$ cat config.mk
export PLATFORM = sky130hd
export DESIGN_NAME = instr_fetch
export DESIGN_NICKNAME = d
export VERILOG_FILES = /design/src/rtl/cpu_pkg.sv /design/src/rtl/fetch_buf.sv /design/src/rtl/instr_fetch.sv
export SDC_FILE = /design/constraint.sdc
export NUM_CORES = 1
export LEC_CHECK = 0
export ABC_AREA = 1
export CAP_MARGIN = 20
export CORE_ASPECT_RATIO = 2
export CORE_MARGIN = 2
export CORE_UTILIZATION = 45
export DETAILED_ROUTE_END_ITERATION = 6
export DONT_BUFFER_PORTS = 1
export GPL_ROUTABILITY_DRIVEN = 0
export PLACE_DENSITY = 0.67
export SETUP_SLACK_MARGIN = 0.1
export SLEW_MARGIN = 15
export SYNTH_ARGS = -nofsm -noshare
export SYNTH_HDL_FRONTEND = slang
export SYNTH_SLANG_ARGS = --single-unit
$ cat constraint.sdc
create_clock -name clk -period 2.9 [get_ports clk]
set_clock_uncertainty 0.2 [all_clocks]
set_input_delay 0.29 -clock clk [delete_from_list [all_inputs] [get_ports clk]]
set_output_delay 0.29 -clock clk [all_outputs]
set_load 0.01 [all_outputs]
$ cat src/rtl/cpu_pkg.sv
// Shared definitions for the 8-bit processor: instruction format, opcodes
// and the fetch-stage FSM state type.
package cpu_pkg;

  localparam int INSTR_W = 8;
  localparam int OPC_MSB = 7;
  localparam int OPC_LSB = 5;
  localparam int OPC_W   = OPC_MSB - OPC_LSB + 1;

  localparam logic [OPC_W-1:0] OP_LW   = 3'b000;
  localparam logic [OPC_W-1:0] OP_SW   = 3'b001;
  localparam logic [OPC_W-1:0] OP_ADD  = 3'b010;
  localparam logic [OPC_W-1:0] OP_ADDI = 3'b011;
  localparam logic [OPC_W-1:0] OP_SUB  = 3'b100;
  localparam logic [OPC_W-1:0] OP_JMP  = 3'b101;

  typedef enum logic [1:0] {
    S_IDLE = 2'b00,
    S_WAIT = 2'b01,
    S_DROP = 2'b10
  } fetch_state_t;

  function automatic logic [OPC_W-1:0] opcode_of(input logic [INSTR_W-1:0] ins);
    return ins[OPC_MSB:OPC_LSB];
  endfunction

endpackage

$ cat src/rtl/fetch_buf.sv
// DEPTH-entry FIFO for fetched {pc, instr} entries. Entries shift toward
// slot 0 on pop, so the head is always slot 0 (works down to DEPTH=1).
module fetch_buf
  import cpu_pkg::*;
#(
  parameter int DEPTH = 2,
  parameter int W     = 16,
  parameter int CNT_W = $clog2(DEPTH + 1)
) (
  input  logic             clk,
  input  logic             rst_n,
  input  logic             push,
  input  logic             pop,
  input  logic             flush,
  input  logic [W-1:0]     din,
  output logic [CNT_W-1:0] count,
  output logic [W-1:0]     head
);

  logic [W-1:0]     mem_r [DEPTH];
  logic [CNT_W-1:0] count_r;
  logic [CNT_W-1:0] wr_idx_s;

  // A simultaneous pop shifts everything down, so the write lands one slot lower
  assign wr_idx_s = count_r - CNT_W'(pop);

  // Storage and occupancy; flush only clears the count
  always_ff @(posedge clk or negedge rst_n) begin
    if (!rst_n) begin
      count_r <= {CNT_W{1'b0}};
      for (int i = 0; i < DEPTH; i++) begin
        mem_r[i] <= {W{1'b0}};
      end
    end else if (flush) begin
      count_r <= {CNT_W{1'b0}};
    end else begin
      for (int i = 0; i < DEPTH - 1; i++) begin
        if (pop) begin
          mem_r[i] <= mem_r[i+1];
        end
      end
      for (int i = 0; i < DEPTH; i++) begin
        if (push && (wr_idx_s == CNT_W'(i))) begin
          mem_r[i] <= din;
        end
      end
      count_r <= count_r + CNT_W'(push) - CNT_W'(pop);
    end
  end

  assign count = count_r;
  assign head  = mem_r[0];

endmodule

$ cat src/rtl/instr_fetch.sv
// Instruction fetch stage: pc, single-outstanding imem requests, fetch buffer
// and jump redirect. FETCH_PREFETCH_BUF_EN selects a 2-entry buffer (else 1).
module instr_fetch
  import cpu_pkg::*;
#(
  parameter int              PC_W     = 8,
  parameter logic [PC_W-1:0] RESET_PC = {PC_W{1'b0}}
) (
  input  logic               clk,
  input  logic               rst_n,
  output logic               imem_req,
  output logic [PC_W-1:0]    imem_addr,
  input  logic               imem_valid,
  input  logic [INSTR_W-1:0] imem_rdata,
  input  logic               jump_en,
  input  logic [PC_W-1:0]    jump_target,
  input  logic               stall,
  output logic [INSTR_W-1:0] instr,
  output logic [PC_W-1:0]    instr_pc,
  output logic               instr_valid
);

`ifdef FETCH_PREFETCH_BUF_EN
  localparam int DEPTH = 2;
`else
  localparam int DEPTH = 1;
`endif
  localparam int CNT_W = $clog2(DEPTH + 1);
  localparam int ENT_W = PC_W + INSTR_W;

  fetch_state_t     state_r, state_nxt_s;
  logic [PC_W-1:0]  pc_r, pc_nxt_s, req_pc_r;
  logic             push_s, pop_s, issue_s;
  logic [CNT_W-1:0] count_s;
  logic [CNT_W:0]   count_next_s;
  logic [ENT_W-1:0] head_s;

  fetch_buf #(
    .DEPTH (DEPTH),
    .W     (ENT_W),
    .CNT_W (CNT_W)
  ) u_buf (
    .clk   (clk),
    .rst_n (rst_n),
    .push  (push_s),
    .pop   (pop_s),
    .flush (jump_en),
    .din   ({req_pc_r, imem_rdata}),
    .count (count_s),
    .head  (head_s)
  );

  // Issue decision, next state and next pc; a jump overrides push, pop and issue
  always_comb begin
    state_nxt_s  = state_r;
    pc_nxt_s     = pc_r;
    push_s       = (state_r == S_WAIT) && imem_valid && !jump_en;
    pop_s        = (count_s != {CNT_W{1'b0}}) && !stall && !jump_en;
    count_next_s = {1'b0, count_s} + (CNT_W+1)'(push_s) - (CNT_W+1)'(pop_s);
    issue_s      = rst_n && !jump_en && (count_next_s < (CNT_W+1)'(DEPTH)) &&
                   ((state_r == S_IDLE) || ((state_r == S_WAIT) && imem_valid));
    case (state_r)
      S_IDLE: begin
        if (issue_s) state_nxt_s = S_WAIT;
        else         state_nxt_s = S_IDLE;
      end
      S_WAIT: begin
        if (jump_en)         state_nxt_s = imem_valid ? S_IDLE : S_DROP;
        else if (imem_valid) state_nxt_s = issue_s ? S_WAIT : S_IDLE;
        else                 state_nxt_s = S_WAIT;
      end
      S_DROP: begin
        if (imem_valid) state_nxt_s = S_IDLE;
        else            state_nxt_s = S_DROP;
      end
      default: state_nxt_s = S_IDLE;
    endcase
    if (jump_en)      pc_nxt_s = jump_target;
    else if (issue_s) pc_nxt_s = pc_r + {{(PC_W-1){1'b0}}, 1'b1};
    else              pc_nxt_s = pc_r;
  end

  // State, pc, and the address of the outstanding request (tagged on push)
  always_ff @(posedge clk or negedge rst_n) begin
    if (!rst_n) begin
      state_r  <= S_IDLE;
      pc_r     <= RESET_PC;
      req_pc_r <= RESET_PC;
    end else begin
      state_r <= state_nxt_s;
      pc_r    <= pc_nxt_s;
      if (issue_s) req_pc_r <= pc_r;
    end
  end

  // Head of buffer, forced to zero when empty
  always_comb begin
    if (count_s != {CNT_W{1'b0}}) begin
      instr_valid = 1'b1;
      instr       = head_s[INSTR_W-1:0];
      instr_pc    = head_s[ENT_W-1:INSTR_W];
    end else begin
      instr_valid = 1'b0;
      instr       = {INSTR_W{1'b0}};
      instr_pc    = {PC_W{1'b0}};
    end
  end

  assign imem_req  = issue_s;
  assign imem_addr = pc_r;

endmodule

==> results of run 1 <==
flip-flops by register name, indices dropped and copies added (netlist names):
signal / flops
imem_addr: 8
u_buf.head: 16
u_buf.count: 1
req_pc_r: 8
state_r: 2
critical path, delay by kind of cell, from the launching register on:
kind                       cells  cell delay (ps)
adders and majority gates      2              590
buffers and inverters          2              110
DFF                            1              350
and+or+nand+nor                4              700
repair_timing:
item	4_1_cts	5_1_grt
hold buffers	17	0
endpoints found under the setup margin	0	1
gates resized for setup	0	2
hold endpoints to repair	54	0
how the worst max path moves through the flow:
stage          depth (start not counted)  slack, ps      endpoint         from
6_report                               8        370      imem_req  u_buf.count
5_1_grt                                8        160      imem_req  u_buf.count
4_1_cts                                9        150      imem_req      jump_en
3_5_place_dp                          11        670  imem_addr[1]  u_buf.count
3_3_place_gp                          11        750  imem_addr[1]  u_buf.count
2_1_floorplan                         11        610  imem_addr[5]  u_buf.count
through the flow:
stage | setup WS, ps | power (uW) | instances | utilization | hold WS [ps]
after global routing | 162 | 1520 | 285 | 0.557 | 37.2
final | 373 | 1420 | 285 | 0.557 | 6.07
after CTS | 152 | 1440 | 284 | 0.554 | 1.90
after floorplan | 607 | 948 | 213 | - | -206
after global placement | 755 | 991 | 259 | 0.480 | -205
after detailed placement | 668 | 1010 | 259 | 0.480 | -205
power by group:
group | internal, uW | switching, uW | total [uW]
Combinational | 158 | 136 | 294
Sequential | 628 | 109 | 737
Clock | 216 | 177 | 393
Total | 1000 | 421 | 1420
synth_stat cells, drive strengths merged (3+ instances only):
| cell type | n |
|---|---|
| nand2 | 76 |
| dfrtp | 35 |
| inv | 32 |
| mux2 | 15 |
| nand3 | 15 |
| o21ai | 12 |
| nor2 | 10 |
| buf | 4 |
| ha | 4 |
| a21oi | 3 |
logic make-up (layout without fill, tap and decap cells):
kind of cell	Yosys count	after routing	synth area share
buffers and inverters	38	58	0.0851
adders and majority gates	4	4	0.0277
DFF	35	35	0.484
AOI/OAI and AO/OA	15	15	0.0415
muxes	15	15	0.110
xor gates and xnor gates	2	2	0.00969
and+or+nand+nor	104	105	0.242
area by class of cell:
cell class                      instances  area [um2]
Inverter                               32         120
Timing Repair Buffer                   18         190
Tap cell                               51        63.8
Multi-Input combinational cell        141         787
Clock inverter                          1        7.51
Fill cell                             383        1700
Clock buffer                            7        96.3
Sequential cell                        35         876
routing by layer:
layer / GRT usage / part of all wire
met2: 0.341 / 0.54
met1: 0.197 / 0.39
met3: 0.0463 / 0.046
met4: 0.0786 / 0.018
met5: 0 / 0
==> results.txt, run 1 <==
status - complete, no violations
RSZ-0062 raised after global routing - no
synth top area cells - dfrtp_1, nand2_1, mux2_4
Fin. Hold Viols - 0
CTS tree - built
DP HPWL - 2500 um
Post-DP Area - 1850 um2
Initial DRC Count - 25
Setup Fix Bufs, Post-CTS - 0
CP max-delay cell - dfrtp_1
first-pass GRT wire length - 6390 um
CTS Buf Count - 5
r2r endpoint - imem_addr[1]
R2R Path Start - u_buf.count
leading cell type in the layout, fill and taps excluded - nand2_1
R2R depth - 11
Area Growth Syn to Fin - 18.4%
sequential area share after synthesis - 0.484
Hold Path End - imem_addr[4]
Slew Limit Headroom - 0.738
commonest cells after routing, fill and taps aside - nand2_1, dfrtp_1, inv_1
Post-Syn Instances - 213
Final setup viols - 0
post-route cell area - 2140 um2
initial antenna violation count - 0
DRC violations left - 0
Worst-Skew Late Latency - 290 ps
crit share post-route - 0.871
Port Buffers - 0
Vias - 1413
cell chain of the critical path - inv_1 -> nor3_1 -> ha_1 -> ha_1 -> nand2_1 -> inv_1 -> nand3_1 -> nor2_4
Yosys warnings - 0
fin. max-slew vios - 0
CTS Sinks - 35
Worst Hold Depth - 4
Worst Path Max Fanout - 5
Synth Flop Type - dfrtp_1
Synth Area per Inst - 8.49 um2
final WL - 3830 um
min-delay worst type - primary input to register
CTS H-tree depth - 2
largest net degree at the start of global routing - 36
Post-DRT Antenna Nets - 0
DR WL/cell - 13.4 um
Yosys top cell by area - dfrtp_1
Reg2Reg Setup Slack - 600 ps
top cell type's share of synthesized area - 0.484
vias in the first global route - 1382
initial core utilization - 0.470
number of detailed-route iterations in the first pass - 4
crit path kind - register to output port
clock tree root driver cell - clkbuf_8
Async SR Flop Fraction - 1.00
setup TNS - 0 ps
Vias/cell - 4.96
LEAKAGE - 0.00119 uW
top achievable clock speed - 396 MHz
core area - 3840 um2
die area - 4570 um2
Mapped Area - 1810 um2
fin crit period - 2530 ps
crit end category - output port
Total GRT Usage - 0.186
clk slew on worst S/H paths - 80 ps
post-synthesis sequential element count - 35
Post-layout nets - 258
layout cell share with drive strength beyond 1 - 0.137
VDD IR-drop max - 566 uV
Cell Rows - 32
Die H - 93.6 um
MaxCap Viol Count - 0
Die X - 48.8 um
EDFF count, synth - 0
Worst EP required - 2410 ps
power per standard cell area - 665 nW/um2
startpoint types - register
Overflow after GRT - 0
Worst Min Path Start - jump_target[4]
CP arrival - 2040 ps
Antenna Diode Count - 0
Slew @ Worst Pin - 393 ps
Crit path largest cell delay - 350 ps
post-synth net total - 238
# IOs - 47
clock buffer depth - 2
Netlist cell types - 21
(Power assumes the default switching activity.)
==> run 2, diff against run 1 <==
- SYNTH_HIERARCHICAL: default -> 1
==> results.txt, run 2 <==
top cell type's share of synthesized area - 0.448
fin crit period - 2510 ps
Crit path largest cell delay - 350 ps
Worst Path Max Fanout - 9
final WL - 3900 um
clock tree root driver cell - clkbuf_8
Netlist cell types - 26
top achievable clock speed - 398 MHz
clock buffer depth - 2
startpoint types - register
Mapped Area - 1950 um2
DR WL/cell - 12.2 um
EDFF count, synth - 0
Combinational Power Share - 0.201
VDD IR-drop max - 347 uV
Die H - 97.2 um
Yosys top cell by area - dfrtp_1
cell chain of the critical path - inv_1 -> nor3_1 -> ha_1 -> inv_1 -> ha_1 -> nor2_1 -> nand3_2 -> nor2_8
layout cell share with drive strength beyond 1 - 0.113
Final setup viols - 0
Vias/cell - 4.90
CTS H-tree depth - 2
CTS tree - built
# IOs - 47
Setup Fix Bufs, Post-CTS - 0
Async SR Flop Fraction - 1.00
MaxCap Viol Count - 0
DRC violations left - 0
first-pass GRT wire length - 7040 um
largest net degree at the start of global routing - 36
Slew Limit Headroom - 0.648
initial antenna violation count - 0
count leader, synth - nand2_1
Post-DRT Antenna Nets - 0
LEAKAGE - 0.00126 uW
Synth top cells by count - nand2_1, dfrtp_1, inv_1
vias in the first global route - 1562
sequential area share after synthesis - 0.448
Synth Flop Type - dfrtp_1
CTS Sinks - 35
Post-Syn Instances - 251
crit end category - output port
CP arrival - 2020 ps
Yosys warnings - 6
Net Sw Frac - 0.316
Overflow after GRT - 0
Worst-Skew Late Latency - 290 ps
DP HPWL - 2740 um
setup TNS - 0 ps
post-synthesis sequential element count - 35
post-synth net total - 276
Port Buffers - 0
status - complete, no violations
leading cell type in the layout, fill and taps excluded - nand2_1
final core utilization - 0.521
fill count - 418
RSZ-0062 raised after global routing - no
Bufs and invs on worst path - 2
Clk network pwr share - 0.277
Post-layout nets - 290
CP max-delay cell - dfrtp_1
delay-heaviest family, CP - simple AND/OR/NAND/NOR gates
max FFs per register - 16
crit path kind - register to output port
Internal - 950 uW
Antenna Diode Count - 0
Fin. Hold Viols - 0
min-delay worst type - primary input to register
Worst EP required - 2410 ps
crit share post-route - 0.866
Switch Pwr - 438 uW
fin. max-slew vios - 0
number of detailed-route iterations in the first pass - 5
Cell Rows - 34
Die X - 50.6 um
Total GRT Usage - 0.185
Vias - 1568
Slew @ Worst Pin - 528 ps
core area - 4250 um2
clk slew on worst S/H paths - 70 ps
initial core utilization - 0.459
Initial DRC Count - 39
commonest cells after routing, fill and taps aside - nand2_1, dfrtp_1, inv_1
Area Growth Syn to Fin - 13.5%
power per standard cell area - 626 nW/um2
die area - 4920 um2
synth top area cells - dfrtp_1, nand2_1, nand3_1
Synth Area per Inst - 7.79 um2
CTS Buf Count - 5
Seq pwr share - 0.522
## run 2: changes by cell type in the layout (fill, tap and decap cells not counted), moves of 2 or more
cell / change
nor2_4: +2
nand3_2: +2
nor2_1: -2
nand3_1: +14
o21ai_0: -9
o21ai_2: +5
nor2_2: -3
mux2_2: -7
mux2_4: -8
inv_2: +2
nand2_1: +33
dlygate4sd3_1: -2
## run 2: final cells by class
| cell class | instances | area [um2] | area share |
|---|---|---|---|
| sequential | 35 | 876 | 0.395 |
| multi-input combinational | 173 | 873 | 0.394 |
| timing repair buffer | 17 | 178 | 0.0801 |
| clock buffer | 8 | 100 | 0.0451 |
| tap | 54 | 67.6 | 0.0305 |
| inverter | 33 | 124 | 0.0558 |
## run 2: final timing paths
| check | start | endpoint | slack, ps | depth (start not counted) |
|---|---|---|---|---|
| worst max-delay path | u_buf/count | imem_req | 390 | 8 |
| min in group asynchronous | rst_n | state_r[1] | 250 | 2 |
| worst min-delay path | imem_valid | state_r[0] | 8 | 3 |
| worst min register to register | u_buf/head[15] | u_buf/head[15] | 270 | 2 |
| max in group asynchronous | rst_n | imem_addr[3] | 2070 | 2 |
| worst max register to register | u_buf/count | imem_addr[4] | 620 | 12 |
## run 2: power groups by stage
stage	clock network, uW	logic (uW)	registers, uW
3_5_place_dp	0	252	735
5_1_grt	413	330	746
4_1_cts	400	283	726
3_3_place_gp	0	241	731
2_1_floorplan	0	229	705
6_report	385	279	724
## run 2: layer usage
metal,vias to the layer above,GRT usage,wire [um]
li1,793,-,-
met1,724,0.221,1650
met2,42,0.305,1960
met3,9,0.0415,188
met4,0,0.0894,102
met5,-,0,0
## run 2: metrics by stage
step                total power, uW  instances  setup slack, ps  hold slack [ps]  instance area (um2)
finish                         1390        320              389             7.53                 2220
global route                   1490        320              174             23.2                 2220
CTS                            1410        320              225             2.46                 2220
detailed placement              986        297              636             -205                 1960
global placement                972        297              730             -205                 1960
floorplan                       934        251              496             -206                 1950
## run 2: what timing repair did
item,in CTS,in global routing
endpoints found under the setup margin,0,1
hold buffers,15,0
resized for setup,0,1
hold endpoints to repair,54,0
## run 2: logic make-up (layout without fill, tap and decap cells)
kind of cell | after synthesis | in the layout | synth area share
AND/OR/NAND/NOR | 154 | 154 | 0.361
buffers and inverters | 43 | 58 | 0.105
flip-flops | 35 | 35 | 0.448
AO/OA/AOI/OAI | 13 | 13 | 0.0512
adder cells (fa/ha/maj) | 4 | 4 | 0.0256
XOR/XNOR | 2 | 2 | 0.00896
## run 2: tightest hold or removal path, delay by kind of cell
family / cells / cell delay [ps]
AND/OR/NAND/NOR: 1 / 80
AO/OA/AOI/OAI: 1 / 60
buffers and inverters: 1 / 30
==> run 3, diff against run 2 <==
- clock period: 2.9 -> 3.1 ns (I/O delays scaled with it)
==> results.txt, run 3 (same netlist as run 2, synthesis figures left out) <==
CTS Buf Count - 5
Post-DRT Antenna Nets - 0
Worst-Skew Late Latency - 280 ps
cts-stage hold buffer count - 15
fin crit period - 2680 ps
LEAKAGE - 0.00125 uW
VDD IR-drop max - 334 uV
# IOs - 47
RSZ-0062 raised after global routing - no
CP arrival - 2170 ps
status - complete, no violations
setup TNS - 0 ps
Final setup viols - 0
core area - 4250 um2
Worst Path Max Fanout - 13
layout cell share with drive strength beyond 1 - 0.113
top achievable clock speed - 374 MHz
Bufs and invs on worst path - 2
Area Growth Syn to Fin - 12.7%
Vias - 1602
Combinational Power Share - 0.205
fin. max-slew vios - 0
DP HPWL - 2780 um
Power Total - 1270 uW
M1 GR Usage - 0.222
die area - 4920 um2
Worst EP required - 2590 ps
Critical Path Most Common Cell - nor2_1
power per standard cell area - 576 nW/um2
Clk network pwr share - 0.259
final WL - 4040 um
largest net degree at the start of global routing - 36
Crit path largest cell delay - 710 ps
Seq pwr share - 0.536
MaxCap Viol Count - 0
CTS H-tree depth - 2
clk slew on worst S/H paths - 70 ps
CTS Sinks - 35
Port Buffers - 0
Antenna Diode Count - 0
Slew @ Worst Pin - 515 ps
post-cts repair resize count - 0
leading cell type in the layout, fill and taps excluded - nand2_1
Setup Fix Bufs, Post-CTS - 0
initial antenna violation count - 0
Crit path depth - 8
clock buffer depth - 2
clock tree root driver cell - clkbuf_8
Total GRT Usage - 0.189
max FFs per register - 16
Overflow after GRT - 0
R2R depth - 12
startpoint types - primary input
grt met2 use - 0.317
Post-layout nets - 290
crit path kind - primary input to output port
final core utilization - 0.518
Die H - 97.2 um
vias in the first global route - 1584
commonest cells after routing, fill and taps aside - nand2_1, dfrtp_1, inv_1
Switch Pwr - 409 uW
Internal - 860 uW
Post-DP Area - 1960 um2
Vias/cell - 5.02
Worst Hold Depth - 3
number of detailed-route iterations in the first pass - 4
crit end category - output port
Slew Limit Headroom - 0.657
CTS tree - built
Net Sw Frac - 0.322
Initial DRC Count - 35
Fin. Hold Viols - 0
crit share post-route - 0.863
Cell Rows - 34
GR peak layer - met2
M3 GR Usage - 0.0477
cell chain of the critical path - dlygate4sd3_1 -> nor2_4 -> inv_1 -> nor2_1 -> ha_1 -> nor2_1 -> nand3_2 -> nor2_8
DR WL/cell - 12.7 um
delay-heaviest family, CP - simple AND/OR/NAND/NOR gates
Die X - 50.6 um
min-delay worst type - primary input to register
CP max-delay cell - dlygate4sd3_1
first-pass GRT wire length - 7160 um
post-route cell area - 2200 um2
DRC violations left - 0
initial core utilization - 0.459
-- run 3: cell count changes in the layout (fill, tap and decap cells not counted), sizes merged --
cell | previous run | this run
dlymetal6s4s | 1 | 0
clkinv | 0 | 1
clkbuf | 8 | 6
dlygate4sd3 | 13 | 14
-- run 3: routing by layer --
metal | wire length (um) | vias to the layer above
met2 | 2080 | 46
met4 | 93 | 0
met1 | 1660 | 747
met5 | 0 | -
met3 | 205 | 10
li1 | - | 799
-- run 3: final timing paths --
kind                          startpoint            end  slack, ps
setup / recovery                 jump_en       imem_req        420
hold / removal                   jump_en   imem_addr[2]         30
setup reg to reg             u_buf/count   imem_addr[0]        830
hold reg to reg            u_buf/head[9]  u_buf/head[9]        270
max in group asynchronous          rst_n  u_buf/head[3]       2240
min in group asynchronous          rst_n   imem_addr[1]        280
-- run 3: cell type report --
type	instances	area (um2)
timing repair buffer	17	175
clock buffer	6	82.6
tap	54	67.6
clock inverter	1	5.00
fill	414	2050
multi-input combinational	173	873
inverter	33	124
sequential	35	876
-- run 3: power groups by stage --
stage	combinational, uW	clock (uW)	sequential [uW]
3_5_place_dp	234	0	688
3_3_place_gp	226	0	683
4_1_cts	264	342	680
5_1_grt	306	362	697
2_1_floorplan	214	0	660
6_report	260	328	680
-- run 3: tightest hold or removal path, cell delays in order --
cell	delay (ps)
o21ai_0	70
nand2_1	60
nand2_1	40
-- run 3: per-stage QoR --
step | hold slack [ps] | setup slack [ps] | instances
floorplan | -186 | 676 | 251
detailed placement | -185 | 835 | 297
global placement | -185 | 931 | 297
CTS | 23.2 | 410 | 319
global route | 28.8 | 262 | 319
finish | 33.4 | 425 | 319
